--- config.mk ---
export PLATFORM = sky130hd
export DESIGN_NAME = divider_rate_scheduler
export DESIGN_NICKNAME = d
export VERILOG_FILES = /design/src/rtl/divider_rate_scheduler.sv
export SDC_FILE = /design/constraint.sdc
export NUM_CORES = 1
export LEC_CHECK = 0
export ABC_AREA = 1
export CAP_MARGIN = 0
export CORE_ASPECT_RATIO = 1.25
export CORE_MARGIN = 1
export CORE_UTILIZATION = 45
export DETAILED_ROUTE_END_ITERATION = 7
export DONT_BUFFER_PORTS = 1
export PLACE_DENSITY = 0.65
export SYNTH_ARGS = -nofsm -noshare
export SYNTH_HDL_FRONTEND = slang
export SYNTH_SLANG_ARGS = --single-unit
export TNS_END_PERCENT = 1
--- constraint.sdc ---
create_clock -name clock_in -period 7.9 [get_ports clock_in]
set_input_delay 1.58 -clock clock_in [delete_from_list [all_inputs] [get_ports clock_in]]
set_output_delay 1.58 -clock clock_in [all_outputs]
set_load 0.1 [all_outputs]
--- src/rtl/divider_rate_scheduler.sv ---
// Purpose: round-robin arbiter sharing the frequency divider's divisor port; applies a new divisor only at a period boundary.
// Latency: grant -> ack/nack 2 cycles; ack additionally waits for the next period boundary (worst case 2+divisor_out).
// Backpressure: requesters hold req until their ack/nack pulse; ungranted requests simply wait in IDLE.
//
// Ports:
//   clock_in      clock shared with the divider
//   reset         asynchronous, active-high
//   req           per-requester request, held until ack/nack
//   req_divisor   requester i's divisor in slice [i*WIDTH +: WIDTH]
//   ack / nack    one-cycle pulses, one-hot across requesters, never both
//   divisor_out   divisor in force, drives the divider's divisor port
//   period_start  high while the tracked phase counter is 0
//   busy          high whenever the FSM is not IDLE
//   owner         index of the most recently granted requester
//
// Build option: DIVSCHED_SAME_SKIP_EN -- when defined, a legal request equal to
// the current divisor is acked straight from CHECK without waiting for a
// boundary, leaving the phase counter untouched.

module divider_rate_scheduler #(
   parameter int NUM_REQ         = 4,
   parameter int WIDTH           = 32,
   parameter int DEFAULT_DIVISOR = 2,
   parameter int MIN_DIVISOR     = 2
) (
   input  logic                       clock_in,
   input  logic                       reset,
   input  logic [NUM_REQ-1:0]         req,
   input  logic [NUM_REQ*WIDTH-1:0]   req_divisor,
   output logic [NUM_REQ-1:0]         ack,
   output logic [NUM_REQ-1:0]         nack,
   output logic [WIDTH-1:0]           divisor_out,
   output logic                       period_start,
   output logic                       busy,
   output logic [$clog2(NUM_REQ)-1:0] owner
);

   localparam int OW = $clog2(NUM_REQ);

   localparam logic [OW-1:0]    OWNER_RST = OW'(NUM_REQ - 1);
   localparam logic [WIDTH-1:0] DEF_DIV   = WIDTH'(DEFAULT_DIVISOR);
   localparam logic [WIDTH-1:0] MIN_DIV   = WIDTH'(MIN_DIVISOR);
   localparam logic [WIDTH-1:0] ONE       = WIDTH'(1);

   // FSM encoding
   localparam logic [1:0] ST_IDLE     = 2'd0;
   localparam logic [1:0] ST_CHECK    = 2'd1;
   localparam logic [1:0] ST_WAIT_BND = 2'd2;

   logic [1:0]       state;
   logic [WIDTH-1:0] phase;
   logic [WIDTH-1:0] pending;
   logic             boundary;

   // Unpack the flat divisor bus so a granted index can select its slice directly.
   logic [WIDTH-1:0] req_div_arr [NUM_REQ];

   for (genvar g = 0; g < NUM_REQ; g++) begin : g_unpack
      assign req_div_arr[g] = req_divisor[g*WIDTH +: WIDTH];
   end

   // divisor_out never drops below MIN_DIVISOR (>= 1), so the subtraction cannot wrap.
   assign boundary     = (phase >= (divisor_out - ONE));
   assign period_start = (phase == '0);
   assign busy         = (state != ST_IDLE);

   // ------------------------------------------------------------------------
   // Request masking: during an ack/nack pulse the served requester still has
   // req high (it drops it one cycle later), so its request is hidden for that
   // one cycle to avoid re-granting a request that has already been answered.
   // ------------------------------------------------------------------------
   logic [NUM_REQ-1:0] req_live;

   always_comb begin
      req_live = req;
      if ((ack | nack) != '0) begin
         req_live[owner] = 1'b0;
      end
   end

   // ------------------------------------------------------------------------
   // Round-robin search starting at owner+1, wrapping modulo NUM_REQ.
   // The loop walks from the farthest candidate back to the nearest, so the
   // last hit written is the first one in round-robin order.
   // ------------------------------------------------------------------------
   logic          grant_vld;
   logic [OW-1:0] grant_idx;
   logic [OW-1:0] scan_idx;
   int            scan;

   always_comb begin
      grant_vld = 1'b0;
      grant_idx = '0;
      scan      = 0;
      scan_idx  = '0;
      for (int k = NUM_REQ; k >= 1; k--) begin
         scan = int'(owner) + k;
         if (scan >= NUM_REQ) begin
            scan = scan - NUM_REQ;
         end
         scan_idx = OW'(scan);
         if (req_live[scan_idx]) begin
            grant_vld = 1'b1;
            grant_idx = scan_idx;
         end
      end
   end

   // ------------------------------------------------------------------------
   // Phase tracker: an exact copy of the divider's counter, so a divisor
   // change lands on the same edge that the divider starts a new period.
   // ------------------------------------------------------------------------
   always_ff @(posedge clock_in or posedge reset) begin
      if (reset) begin
         phase <= '0;
      end else if (boundary) begin
         phase <= '0;
      end else begin
         phase <= phase + ONE;
      end
   end

   // ------------------------------------------------------------------------
   // Arbitration / apply FSM.  ack and nack are default-cleared every cycle so
   // they are single-cycle pulses.  Once latched in IDLE, the pending divisor
   // is committed: later changes to req or req_divisor are not observed.
   // ------------------------------------------------------------------------
   always_ff @(posedge clock_in or posedge reset) begin
      if (reset) begin
         state       <= ST_IDLE;
         owner       <= OWNER_RST;
         pending     <= '0;
         divisor_out <= DEF_DIV;
         ack         <= '0;
         nack        <= '0;
      end else begin
         ack  <= '0;
         nack <= '0;
         case (state)
            ST_IDLE: begin
               if (grant_vld) begin
                  owner   <= grant_idx;
                  pending <= req_div_arr[grant_idx];
                  state   <= ST_CHECK;
               end
            end

            ST_CHECK: begin
               if (pending < MIN_DIV) begin
                  nack[owner] <= 1'b1;
                  state       <= ST_IDLE;
               end
`ifdef DIVSCHED_SAME_SKIP_EN
               else if (pending == divisor_out) begin
                  // Nothing changes at the divider, so no need to wait for a
                  // boundary; the phase keeps running undisturbed.
                  ack[owner] <= 1'b1;
                  state      <= ST_IDLE;
               end
`endif
               else begin
                  state <= ST_WAIT_BND;
               end
            end

            ST_WAIT_BND: begin
               // The phase counter already returns to 0 on a boundary, so the
               // new divisor governs the period that begins at this edge.
               if (boundary) begin
                  divisor_out <= pending;
                  ack[owner]  <= 1'b1;
                  state       <= ST_IDLE;
               end
            end

            default: begin
               state <= ST_IDLE;
            end
         endcase
      end
   end

endmodule

==> impl_metrics.tcl, run 1 <==
set metrics [dict create \
    tns_ns 0 \
    fin_crit_ns 5.09 \
    whs_path_depth 1 \
    cts_resized 0 \
    slew_viol_final 0 \
    ys.flop_type "dfrtp_1" \
    die-height_um 151 \
    rrSetupSlack_ns 2.81 \
    drcViolationCount 0 \
    cp_num_buf_inv 4 \
    critPathMostFrequentCell "nand2_1" \
    cp_top_family "simple AND/OR/NAND/NOR gates" \
    placed_area_um2 8060 \
    place.detailed.hpwl_um 15900 \
    avgSynthCellArea_um2 7.07 \
    setup_viol 0 \
    diodes 0 \
    area_growth_pct 5.16 \
    arrival_ns 5.37 \
    htree_levels 3 \
    drv_cap 0 \
    hold_violations 0 \
    drt-wirelength-per-cell_um 15.3 \
    grt_max_degree 68 \
    synth_area_um2 7970 \
    synthMuxAreaShare_pct 0 \
    synthAdderAreaFrac_pct 6.12 \
    synth_nets 1301 \
    cts_buffer_depth 2 \
    powerDensity_nw_per_um2 347 \
    antenna_found_initial 0 \
    power.leakage_uw 0.00466 \
    final_core_utilization_pct 48.3 \
    yosysWarnings 0 \
    power_uw 2910 \
    drive_gt1_share_pct 7.94 \
    worstPathRequired_ns 8.19 \
    synth_edf_count 0 \
    clock-sinks 108 \
    die_w_um 121 \
    final_nets 1277 \
    crit_chain "inv_1 -> ha_1 -> nand2_1 -> inv_1 -> nand2_1 -> nor3_4 -> nand4_2 -> nor3_2 -> nand2_1 -> nor3_2 -> nand3b_1 -> xor2_1 -> ha_1 -> nand2_1 -> inv_1 -> nand3_1 -> nor3_1 -> and3_1 -> nand4_1 -> nand3_1 -> nand2_1 -> buf_4 -> nor2_1 -> a21oi_1" \
    timing.fmax_ghz 0.197 \
    path_clk_slew_ns 0.08 \
    rr_worst_depth 24 \
    synthDistinctLibCells 47 \
    post-place-ws_ns 2.82 \
    numCtsBuffers 9 \
    peakVddDrop_mv 0.497 \
    crit_cells 24 \
    viasPerCell 5.20 \
    netlist_instances 1128 \
    slew_headroom_pct 25.7 \
    cts_root_buf "clkbuf_16" \
    pin_count 178 \
    finalCritPeriodShare_pct 64.4 \
    ctsHoldBuffers 0 \
    synth_compound_area_share_pct 4.47 \
    wl_um 20400 \
    cts_setup_buffers 0 \
    synthSimpleGateAreaFrac_pct 40.4 \
    multiInputGateArea_um2 4410 \
    drt_iter0_markers 385 \
    drt-pass1-iter-count 5 \
    cpPeakStageDelay_ns 0.74 \
    cp_max_fo 50 \
    outcome "finished clean" \
    finClkSkew_ns 0.00754 \
    async_flop_share_pct 100 \
    seqCellArea_um2 2710 \
    gp_congestion 0.852 \
    ant_nets 0 \
    grt_pass1_vias 6665 \
    hp-class "flip-flop to flip-flop" \
    clk_latency_ns 0.36 \
    cp-start-kind "flip-flop" \
    grt_usage_pct 23.4 \
    start_util_pct 45.9 \
    design_area_um2 8380 \
    synth_xor_area_share_pct 4.29 \
    tightest_slew_ns 1.11 \
    fillers 1728 \
    crit_slowest_cell "dfrtp_1" \
    port_buffers 0 \
    num_vias 6938 \
    grt_pass1_wl_um 33000 \
    path_class "flip-flop to flip-flop" \
    endpoint_kind "flip-flop" \
    rsz0062_at_grt "false" \
    fin_ws_ns 2.81 \
    ys_seq_area_share_pct 34.0 \
    coreArea_um2 17400 \
    cts_tree "done" \
    overflow 0 \
    fp.dieArea_um2 18300 \
    num_rows 54 \
    synth_top_family_by_area "simple AND/OR/NAND/NOR gates" \
    ys_ff_latch 108 \
]
==> cell usage after synthesis (2+ instances only) <==
cell      number  area (um^2)
a31oi_1        2         12.5
inv_1        149          559
nor2_4         7         78.8
buf_4          5         37.5
nor2_1        75          282
dfstp_2        3         78.8
dfrtp_1      105         2630
o21bai_2       2         22.5
nand3b_1       2         15.0
nor4_1        14         87.6
nand3_2       16          160
buf_6          9          101
nand2_4        2         22.5
buf_2         13         65.1
clkbuf_1      15         56.3
ha_1          39          488
xor2_1        30          263
nor4_2         3         37.5
inv_2          3         11.3
nor3b_1        5         37.5
a21oi_1       35          175
o22ai_1        2         12.5
nand2_2       10         62.6
o21a_1         2         15.0
nor2_2         4         25.0
o21ai_0       13         65.1
nand4_1       10         62.6
nand3_1      164          821
nand2_1      325         1220
nor3_1        33          165
nor3_2         6         60.1
nand4_2        2         25.0
xnor2_1        9         78.8
==> placed cells by master, fill, tap and decap left out, types with 3 or more instances in the layout <==
master,instances
ha_1,39
inv_2,3
nand4_1,10
nor3_2,6
dfrtp_1,105
nor2_4,7
inv_1,148
xor2_1,30
nand2_2,10
nand3_1,164
nor2_2,4
clkbuf_16,9
xnor2_1,9
nor3b_1,5
nor3_1,33
nand2_1,325
dfstp_2,3
buf_4,7
o21ai_0,13
a21oi_1,35
nor2_1,75
nand3_2,16
nor4_1,13
nor4_2,4
==> worst reg2reg max path, stage by stage (launching register included) <==
cell and delay [ns]:
dfrtp_1 0.74, inv_1 0.29, ha_1 0.22, nand2_1 0.09, inv_1 0.06, nand2_1 0.10, nor3_4 0.20, nand4_2 0.23
nor3_2 0.20, nand2_1 0.20, nor3_2 0.20, nand3b_1 0.11, xor2_1 0.15, ha_1 0.31, nand2_1 0.08, inv_1 0.04
nand3_1 0.07, nor3_1 0.06, and3_1 0.15, nand4_1 0.07, nand3_1 0.57, nand2_1 0.22, buf_4 0.43, nor2_1 0.10
a21oi_1 0.13
==> layout make-up <==
class                   count  share of cell area (%)
clock buffers               9                    2.69
flip-flops and latches    108                    32.3
well taps                 224                    3.34
multi-input cells         823                    52.7
clock inverters             7                    1.10
inverters                 154                    6.96
repair buffers              8                   0.955
==> routing by layer <==
layer,track usage [%],up-vias,wire length (um)
met4,9.01,0,557
met2,41.4,178,10100
li1,-,3590,-
met5,0,-,0
met3,4.33,29,1050
met1,27.9,3141,8650
==> state kept, by name, indices dropped and copies added, names as in the netlist <==
register / count
ack: 4
divisor_out: 32
nack: 4
owner: 2
pending: 32
phase: 32
state: 2
==> report_power, final <==
part           switching [uW]  internal (uW)
sequential                125            659
clock                     229            254
combinational            1160            478
==> metrics by stage <==
step / std cells / hold WS [ns]
after floorplan: 1128 / 0.450
after global placement: 1317 / 0.474
after detailed placement: 1317 / 0.482
after CTS: 1333 / 0.496
after global routing: 1333 / 0.528
final: 1333 / 0.497
==> path summary, 6_finish.rpt <==
path | from | to
worst max-delay path | divisor_out[0]$_DFFE_PP0P_ | divisor_out[27]$_DFFE_PP0P_
worst min-delay path | phase[0]$_DFF_PP0_ | phase[0]$_DFF_PP0_
worst max register to register | divisor_out[0]$_DFFE_PP0P_ | divisor_out[27]$_DFFE_PP0P_
worst min register to register | phase[0]$_DFF_PP0_ | phase[0]$_DFF_PP0_
max in group asynchronous | reset | divisor_out[28]$_DFFE_PP0P_
min in group asynchronous | reset | phase[1]$_DFF_PP0_
==> cell families after synthesis <==
group / count (synthesis)
adders and majority gates: 39
buffers and inverters: 197
and+or+nand+nor: 682
xor gates and xnor gates: 39
DFF: 108
AOI/OAI and AO/OA: 63
(Power assumes the default switching activity.)
==> run 2: changes to the inputs <==
PLACE_DENSITY = 0.67   (was 0.65)
clock period = 4.6 ns   (was 7.9 ns; I/O delays follow)
==> impl_metrics.tcl, run 2 (synthesis gave the netlist of run 1 again) <==
set metrics [dict create \
    whs_path_depth 1 \
    diodes 0 \
    drv_cap 0 \
    rr_worst_depth 25 \
    clock-sinks 108 \
    place.detailed.hpwl_um 16100 \
    num_rows 54 \
    fin_crit_ns 4.12 \
    numCtsBuffers 9 \
    die_w_um 121 \
    coreArea_um2 17400 \
    fp.dieArea_um2 18300 \
    cts_root_buf "clkbuf_16" \
    switching_power_uw 2570 \
    gp_congestion 0.841 \
    final_nets 1319 \
    hp-class "flip-flop to flip-flop" \
    slew_headroom_pct 35.7 \
    holdPathEnd "phase[0]$_DFF_PP0_" \
    ant_nets 0 \
    cp_max_fo 50 \
    rrSetupSlack_ns 0.48 \
    top_regs "divisor_out x32, pending x32, phase x32" \
    internal-power_uw 2380 \
    grt_usage_pct 23.1 \
    peakVddDrop_mv 0.806 \
    tightest_slew_ns 0.962 \
    grt_pass1_wl_um 32900 \
    wl_um 20400 \
    drcViolationCount 0 \
    stdcell_count 1375 \
    cts_buffer_depth 2 \
    rsz0062_at_grt "false" \
    placedCellCount 1359 \
    slew_viol_final 0 \
    setup_viol 0 \
    cp-start-kind "flip-flop" \
    start_util_pct 45.9 \
    powerDensity_nw_per_um2 569 \
    grt_pass1_vias 6696 \
    pin_count 178 \
    viasPerCell 5.23 \
    num_vias 7193 \
    drt-pass1-iter-count 5 \
    drt_iter0_markers 514 \
    design_area_um2 8700 \
    worstPathRequired_ns 4.84 \
    drive_gt1_share_pct 11.1 \
    crit_slowest_cell "dfrtp_1" \
    finalCritPeriodShare_pct 89.5 \
    drt-wirelength-per-cell_um 14.8 \
    clk_latency_ns 0.36 \
    clock_power_share_pct 16.1 \
    grt_max_degree 76 \
    die-height_um 151 \
    p_seq_share_pct 26.2 \
    layout_commonest_cell "nand2_1" \
    power.leakage_uw 0.00490 \
    ctsHoldBuffers 0 \
    path_clk_slew_ns 0.07 \
    layout_common_cells "nand2_1 (325), nand3_1 (164), inv_1 (148), dfrtp_1 (105), nor2_1 (75)" \
    cpPeakStageDelay_ns 0.37 \
    endpoint_kind "flip-flop" \
    path_class "flip-flop to flip-flop" \
    p_comb_share_pct 57.7 \
    power_uw 4950 \
    finClkSkew_ns 0.00815 \
    cts_tree "done" \
    antenna_found_initial 0 \
    overflow 0 \
    htree_levels 3 \
    final_core_utilization_pct 50.1 \
    cp_top_family "simple AND/OR/NAND/NOR gates" \
    rr_startpoint "divisor_out[0]$_DFFE_PP0P_" \
    port_buffers 0 \
    arrival_ns 4.36 \
    timing.fmax_ghz 0.243 \
    critPathMostFrequentCell "nand2_1" \
    cp_num_buf_inv 5 \
    r2r-end "divisor_out[10]$_DFFE_PP0P_" \
    area_growth_pct 9.15 \
    hold_start "phase[0]$_DFF_PP0_" \
    tns_ns 0 \
    placed_area_um2 8380 \
    outcome "finished clean" \
    hold_violations 0 \
    swShare_pct 51.9 \
]
==> run 2: routing by layer <==
| metal | track usage, % | vias to the layer above | part of all wire [%] |
|---|---|---|---|
| met3 | 3.50 | 41 | 4.9 |
| li1 | - | 3659 | - |
| met5 | 0 | - | 0 |
| met4 | 11.6 | 0 | 4.0 |
| met1 | 27.5 | 3255 | 42 |
| met2 | 40.6 | 238 | 50 |
==> run 2: power groups by stage <==
stage | Sequential [uW] | Clock, uW | Combinational (uW)
floorplan | 1300 | 0 | 2460
global placement | 1310 | 0 | 2840
detailed placement | 1310 | 0 | 2850
CTS | 1290 | 813 | 2870
global route | 1320 | 847 | 3210
finish | 1300 | 798 | 2860
==> run 2: how the worst max path moves through the flow <==
stage / to / slack (ns) / cells past startpoint / startpoint
floorplan: period_start / 0.05 / 3 / phase[4]$_DFF_PP0_
finish: divisor_out[10]$_DFFE_PP0P_ / 0.48 / 25 / divisor_out[0]$_DFFE_PP0P_
global route: divisor_out[10]$_DFFE_PP0P_ / 0.006 / 25 / divisor_out[2]$_DFFE_PP0P_
CTS: divisor_out[5]$_DFFE_PP0P_ / 0.30 / 25 / divisor_out[0]$_DFFE_PP0P_
global placement: divisor_out[0]$_DFFE_PP0P_ / 0.47 / 25 / divisor_out[0]$_DFFE_PP0P_
detailed placement: divisor_out[10]$_DFFE_PP0P_ / 0.32 / 25 / divisor_out[0]$_DFFE_PP0P_
==> run 2: repair_timing <==
action | 4_1_cts | 5_1_grt
buffers inserted | 0 | 0
resized for setup | 0 | 4
endpoints found under the setup margin | 0 | 36
==> run 2: through the flow <==
step	hold WS [ns]	setup WS (ns)
floorplan	0.450	0.0511
global placement	0.478	0.470
detailed placement	0.483	0.324
CTS	0.500	0.301
global route	0.524	0.00630
finish	0.491	0.482
==> run 2: cell type report <==
cell class              count  area [um^2]
well taps                 224          280
inverters                 154          583
multi-input cells         823         4430
flip-flops and latches    108         2710
repair buffers             50          403
fillers                  1725         8660
clock buffers              11          233
clock inverters             5         65.1
==> run 3: changes to the inputs <==
CORE_MARGIN = 2   (was 1)
==> impl_metrics.tcl, run 3 (synthesis gave the netlist of run 1 again) <==
set metrics [dict create \
    clock-sinks 108 \
    top_regs "divisor_out x32, pending x32, phase x32" \
    antenna_found_initial 0 \
    cp_max_fo 50 \
    place.detailed.hpwl_um 16400 \
    numCtsBuffers 9 \
    cp_num_buf_inv 5 \
    hold_violations 0 \
    peakVddDrop_mv 0.616 \
    drt_iter0_markers 556 \
    gp_congestion 0.876 \
    final_nets 1319 \
    setup_viol 0 \
    power.leakage_uw 0.00489 \
    fp.dieArea_um2 18800 \
    rsz0062_at_grt "false" \
    slew_viol_final 0 \
    cts_root_buf "clkbuf_16" \
    layout_common_cells "nand2_1 (325), nand3_1 (164), inv_1 (148), dfrtp_1 (105), nor2_1 (75)" \
    finalCritPeriodShare_pct 91.7 \
    drive_gt1_share_pct 11.3 \
    num_rows 54 \
    crit_slowest_cell "dfrtp_1" \
    powerDensity_nw_per_um2 568 \
    outcome "finished clean" \
    drt-wirelength-per-cell_um 15.2 \
    cts_tree "done" \
    area_growth_pct 8.92 \
    pin_count 178 \
    coreArea_um2 17400 \
    grt_usage_pct 22.7 \
    cpPeakStageDelay_ns 0.38 \
    overflow 0 \
    path_clk_slew_ns 0.08 \
    grt_pass1_wl_um 33800 \
    grt_pass1_vias 6895 \
    placed_area_um2 8380 \
    die-height_um 153 \
    fin_ws_ns 0.383 \
    grt_max_degree 82 \
    arrival_ns 4.45 \
    ant_nets 0 \
    multiInputGateArea_um2 4410 \
    timing.fmax_ghz 0.237 \
    critPathMostFrequentCell "nand2_1" \
    num_vias 7218 \
    post-place-ws_ns 0.284 \
    layout_commonest_cell "nand2_1" \
    wl_um 20900 \
    worstPathRequired_ns 4.83 \
    cts_buffer_depth 2 \
    fillers 1747 \
    cts_resized 0 \
    finClkSkew_ns 0.00944 \
    cts_setup_buffers 0 \
    port_buffers 0 \
    diodes 0 \
    endpoint_kind "flip-flop" \
    path_class "flip-flop to flip-flop" \
    cp_top_family "simple AND/OR/NAND/NOR gates" \
    ctsHoldBuffers 0 \
    cp-start-kind "flip-flop" \
    die_w_um 123 \
    hp-class "flip-flop to flip-flop" \
    fin_crit_ns 4.22 \
    slew_headroom_pct 33.1 \
    htree_levels 3 \
    drt-pass1-iter-count 5 \
    drv_cap 0 \
    clk_latency_ns 0.36 \
    tightest_slew_ns 1.00 \
    drcViolationCount 0 \
    design_area_um2 8680 \
    viasPerCell 5.25 \
    seqCellArea_um2 2710 \
    tns_ns 0 \
    start_util_pct 45.7 \
]
-- run 3: routing by layer --
layer  track usage, %  routed length (um)
met4             8.71                 540
met2             39.4               10700
met3             2.69                 948
met5                0                   0
met1             28.3                8780
-- run 3: power by group --
group	internal (uW)	switching (uW)
Sequential	1130	171
Clock	393	390
Combinational	824	2030
-- run 3: path summary, 6_finish.rpt --
check | to | slack [ns] | cells after the start | start
worst max register to register | divisor_out[19]$_DFFE_PP0P_ | 0.38 | 25 | divisor_out[0]$_DFFE_PP0P_
worst min register to register | divisor_out[26]$_DFFE_PP0P_ | 0.48 | 2 | divisor_out[26]$_DFFE_PP0P_
min in group asynchronous | phase[1]$_DFF_PP0_ | 0.67 | 1 | reset
max in group asynchronous | owner[1]$_DFFE_PP1P_ | 2.96 | 2 | reset
worst max-delay path | divisor_out[19]$_DFFE_PP0P_ | 0.38 | 25 | divisor_out[0]$_DFFE_PP0P_
worst min-delay path | divisor_out[26]$_DFFE_PP0P_ | 0.48 | 2 | divisor_out[26]$_DFFE_PP0P_
-- run 3: layout make-up --
| class | count | share of cell area [%] |
|---|---|---|
| Multi-Input combinational cell | 823 | 50.9 |
| Sequential cell | 108 | 31.2 |
| Inverter | 154 | 6.72 |
| Timing Repair Buffer | 50 | 4.64 |
| Tap cell | 224 | 3.23 |
| Clock buffer | 10 | 2.75 |
| Clock inverter | 6 | 0.634 |
-- run 3: stage by stage --
step	total power [uW]	cells	utilization, %	hold WS (ns)
after floorplan	3770	1128	-	0.450
final	4930	1375	49.8	0.485
after detailed placement	4180	1359	48.1	0.476
after global routing	5370	1375	49.8	0.535
after global placement	4160	1359	48.1	0.462
after CTS	4970	1375	49.8	0.488
-- run 3: worst reg2reg max path, delay by kind of cell (launching register included) --
kind / cells / cell delay, ns
and+or+nand+nor: 16 / 2.34
buffers and inverters: 5 / 0.66
adders and majority gates: 2 / 0.51
DFF: 1 / 0.38
xor gates and xnor gates: 1 / 0.15
AOI/OAI and AO/OA: 1 / 0.06
==> RTL change 1, RTL diff (settings of run 1) <==
Change the parameter `WIDTH` from 32 to 48.
--- a/src/rtl/divider_rate_scheduler.sv
+++ b/src/rtl/divider_rate_scheduler.sv
@@ -21,3 +21,3 @@
    parameter int NUM_REQ         = 4,
-   parameter int WIDTH           = 32,
+   parameter int WIDTH           = 48,
    parameter int DEFAULT_DIVISOR = 2,
Interface: changed (resized divisor_out and req_divisor); port bits go from 178 to 258. The function was not compared with the original's and may differ.
==> RTL change 1 against run 1 <==
Area after synthesis up 49%; clock power up 75%; fmax down 6.9%; sequential power up 42%; sequential cell count up 48; non-clock buffer count up 14; worst setup slack worse by 0.38 ns; routed wire length up 66%; global-route usage up 2.2 points; design area up 52%; power up 50%; critical endpoint is now phase[47]$_DFF_PP0_; largest cell class unchanged; largest power group unchanged; highest routed layer unchanged.
==> RTL change 1: results (changes against run 1) <==
Outcome
  – Run status: finished, final reports clean

Logic synthesis
  – Fraction of the mapped netlist area in compound gates: 2.50% (-2.0 points)
  – Synth top cells by count: nand2_1, nand3_1, inv_1
  – Syn_area_per_cell: 6.60 um2 (-6.7%)
  – Syn Nets: 2052 (+58%)
  – Xor/xnor share of the synthesized area: 5.54% (+1.3 points)
  – Largest cells by area after synthesis: dfrtp_1, nand2_1, nand3_1
  – Post-synthesis sequential area ratio: 32.9% (-1.0 points)
  – Unique masters post-synth: 41 (-13%)
  – Adder-cell area share of the yosys netlist: 5.80% (-0.32 points)
  – Multiplexer share of the synthesized area: 0% (unchanged)
  – Yosys reg bits: 156 (+44%)

Hold path
  – Worst min-delay path startpoint: phase[0]$_DFF_PP0_

Drt
  – Vias per Instance: 5.32 (+2.2%)
  – WL final: 33900 um (+66%)
  – WL/cell: 16.0 um (+4.4%)

Finish
  – Top flop regs: divisor_out: 48 flops, pending: 48 flops, phase: 48 flops
  – Non-clk invs: 284 (+84%)
  – Final #Nets: 2022 (+58%)
  – Layout overhead on the synthesized area: 7.46%
  – # fillers: 2797 (+62%)
  – Multi-input combinational area share: 51.4% (-1.3 points)
  – # clk buffers: 20 (+11)
  – Layout cells sized above 1: 4.55% (-3.4 points)
  – Multi-input gate count: 1288 (+57%)
  – Non-CTS buffers: 22 (+14)
  – Buffering overhead: 1.45% (+0.50 points)
  – Layout clock area frac: 4.76% (+0.97 points)
  – Reg area: 3910 um2 (+44%)

Critical path
  – Arr. time, crit path: 5.75 ns (+0.38 ns)
  – R2r endpoint: phase[47]$_DFF_PP0_
  – CP top delay family: simple AND/OR/NAND/NOR gates
  – CP startpoint: divisor_out[0]$_DFFE_PP0P_
  – R2R cell count: 22 (-8.3%)
  – Crit Path Max Fanout: 48 (-4.0%)
  – R2R Setup Slk: 2.44 ns (-0.38 ns)

Power and ir drop
  – P_leak: 0.00749 uW (+61%)
  – Power Internal: 2170 uW (+56%)
  – VDD IR max: 0.379 mV (-24%)

CTS
  – CTS buffer count: 17 (+8)
  – Clk Latency, worst-skew pair: 0.43 ns (+0.07 ns)
  – CTS H-tree lvls: 4 (+1)
  – Worst-path clk slew: 0.06 ns (-0.02 ns)

Placed design
  – DP Worst Slack: 2.46 ns (-0.362 ns)
  – Final HPWL DP: 26400 um (+66%)
  – GP Congestion: 0.901 (+5.8%)

Timing
  – Fin Clk Skew: 0.00979 ns (+0.00226 ns)
  – Slew margin rel.: 21.5% (-4.2 points)
  – Final hold slack: 0.467 ns (-0.0292 ns)

GRT
  – Vias in the first global route: 10.7k (+60%)
  – Overall routing resource usage: 25.6% (+2.2 points)
  – Global-route wire length before repair: 54700 um (+66%)
## RTL change 1: changes by cell type after synthesis, moves of 9 or more
cell / delta
nand2_1: +159
nand3_1: +158
inv_1: +131
nor2_1: +92
dfrtp_1: +48
buf_2: +23
nand4_1: +23
nor4_1: +20
xnor2_1: +20
ha_1: +16
nand3_2: -16
xor2_1: +16
clkbuf_1: +9
## RTL change 1: routing by layer
| metal | part of all wire [%] | wire length (um) | vias to the layer above | global-route usage (%) |
|---|---|---|---|---|
| li1 | - | - | 5674 | - |
| met1 | 43 | 14400 | 5155 | 31.6 |
| met2 | 48 | 16300 | 386 | 42.9 |
| met3 | 4.9 | 1650 | 74 | 3.80 |
| met4 | 4.5 | 1540 | 0 | 13.6 |
| met5 | 0 | 0 | - | 0 |
## RTL change 1: power groups by stage
stage	clock network (uW)	registers [uW]	logic, uW
global placement	0	1120	2390
floorplan	0	1080	2020
finish	848	1110	2400
global route	905	1130	2750
detailed placement	0	1120	2400
CTS	869	1110	2410
==> RTL change 2, RTL diff (config.mk and constraints of run 1) <==
Without the edit above. Register the input `req_divisor` before use. The logic sees it one clock later. The other inputs are not delayed to match.
--- a/src/rtl/divider_rate_scheduler.sv
+++ b/src/rtl/divider_rate_scheduler.sv
@@ -49,2 +49,8 @@
 
+   logic [NUM_REQ*WIDTH-1:0] req_divisor_q;
+
+   always_ff @(posedge clock_in) begin
+      req_divisor_q <= req_divisor;
+   end
+
    logic [1:0]       state;
@@ -58,3 +64,3 @@
    for (genvar g = 0; g < NUM_REQ; g++) begin : g_unpack
-      assign req_div_arr[g] = req_divisor[g*WIDTH +: WIDTH];
+      assign req_div_arr[g] = req_divisor_q[g*WIDTH +: WIDTH];
    end
Behaviour: not the same (a bounded check fails within 4 cycles, from zero or initial values and one cycle with reset high).
==> RTL change 2 against run 1 <==
Routed wire length rose by 11%; worst hold slack got worse by 0.0061 ns; power rose by 37%; sequential cell count rose by 128; critical path depth did not move; clock power rose by 150%; area after synthesis rose by 29%; sequential share of layout area rose by 14 points; first-iteration DRC count fell by 19%; design area rose by 36%; worst setup slack improved by 0.37 ns; count of clock-buffer cells in the layout rose by 27; sequential power rose by 90%.
==> RTL change 2: results (changes against run 1) <==
Power and ir drop
  – VDD IR max: 0.276 mV (-44%)
  – P_leak: 0.00588 uW (+26%)

CTS
  – Longest Clk Path Bufs: 3 (+1)
  – CTS H-tree lvls: 1 (-2)
  – Clk Latency, worst-skew pair: 0.53 ns (+0.17 ns)
  – Worst-path clk slew: 0.06 ns (-0.02 ns)
  – CTS buffer count: 24 (+15)

Logic synthesis
  – Synth top cells by count: nand2_1, inv_1, nand3_1
  – Async S/R FF share, synth: 45.8% (-54 points)
  – Largest cells by area after synthesis: dfrtp_1, dfxtp_1, nand2_1
  – Post-synthesis sequential area ratio: 51.3% (+17 points)

Drt
  – Met1 WL: 9270 um (+7.2%)
  – WL/cell: 14.8 um (-3.3%)
  – Met2 Wirelength: 11000 um (+8.3%)
  – Metal3 WL: 1720 um (+63%)
  – 1st-iter DRT viols: 313 (-19%)

Critical path
  – Arr. time, crit path: 5.17 ns (-0.20 ns)
  – Crit Path Max Fanout: 47 (-6.0%)

Placed design
  – Post-DP Area: 10500 um2 (+30%)
  – Final HPWL DP: 16800 um (+5.1%)
  – DP Worst Slack: 3.13 ns (+0.306 ns)
  – GP Congestion: 0.836 (-1.9%)

Timing
  – Fin Clk Skew: 0.0159 ns (+0.00840 ns)
  – Worst Max-Slew Pin Slew: 1.14 ns (+0.0272 ns)

Finish
  – Layout cells sized above 1: 7.46% (-0.48 points)

Outcome
  – Run status: finished, final reports clean

GRT
  – Overall routing resource usage: 19.9% (-3.5 points)
  – Global Route met2 Usage: 33.5% (-7.9 points)
  – Met1 Use GR: 23.5% (-4.3 points)
  – Largest net degree at the start of global routing: 66 (-2.9%)
  – Initial antenna violation count: 7 (+7)
  – Global-route wire length before repair: 36500 um (+11%)
  – Vias in the first global route: 7292 (+9.4%)
## RTL change 2: kinds of logic after synthesis
logic type,after synthesis,synth area share (%)
AND/OR/NAND/NOR,610,26.9
flip-flops,236,51.3
buffers and inverters,211,8.15
AO/OA/AOI/OAI,85,5.50
XOR/XNOR,39,3.33
adder cells (fa/ha/maj),39,4.76
## RTL change 2: report_power, final
part           internal, uW  switching [uW]  leakage (uW)
Combinational           372             908       0.00293
Sequential             1340             145       0.00251
Clock                   748             464      0.000438
Total                  2460            1520       0.00588
## RTL change 2: final timing paths
kind                                               end  slack (ns)  cells past startpoint
max                        divisor_out[31]$_DFFE_PP0P_        3.18                     24
min reg2reg                         phase[0]$_DFF_PP0_        0.49                      1
min                                 phase[0]$_DFF_PP0_        0.49                      1
max in group asynchronous  divisor_out[23]$_DFFE_PP0P_        5.68                      2
min in group asynchronous            nack[1]$_DFF_PP0_        0.98                      1
max reg2reg                divisor_out[31]$_DFFE_PP0P_        3.18                     24
## RTL change 2: per-stage QoR
step | utilization, % | hold slack [ns] | cells | total power, uW
after CTS | 51.1 | 0.491 | 1517 | 4030
after detailed placement | 47.2 | 0.479 | 1473 | 2800
final | 51.2 | 0.490 | 1525 | 3980
after global routing | 51.2 | 0.516 | 1524 | 4270
after floorplan | - | 0.450 | 1220 | 2550
after global placement | 47.2 | 0.473 | 1473 | 2790
## RTL change 2: area by class of cell
| cell class | count | area, um2 | area share, % |
|---|---|---|---|
| multi-input combinational | 773 | 4160 | 36.5 |
| clock inverter | 8 | 98.8 | 0.867 |
| antenna | 8 | 20.0 | 0.175 |
| timing repair buffer | 5 | 57.6 | 0.505 |
| sequential | 236 | 5270 | 46.2 |
| inverter | 176 | 666 | 5.84 |
| clock buffer | 36 | 779 | 6.83 |
| tap | 283 | 354 | 3.10 |
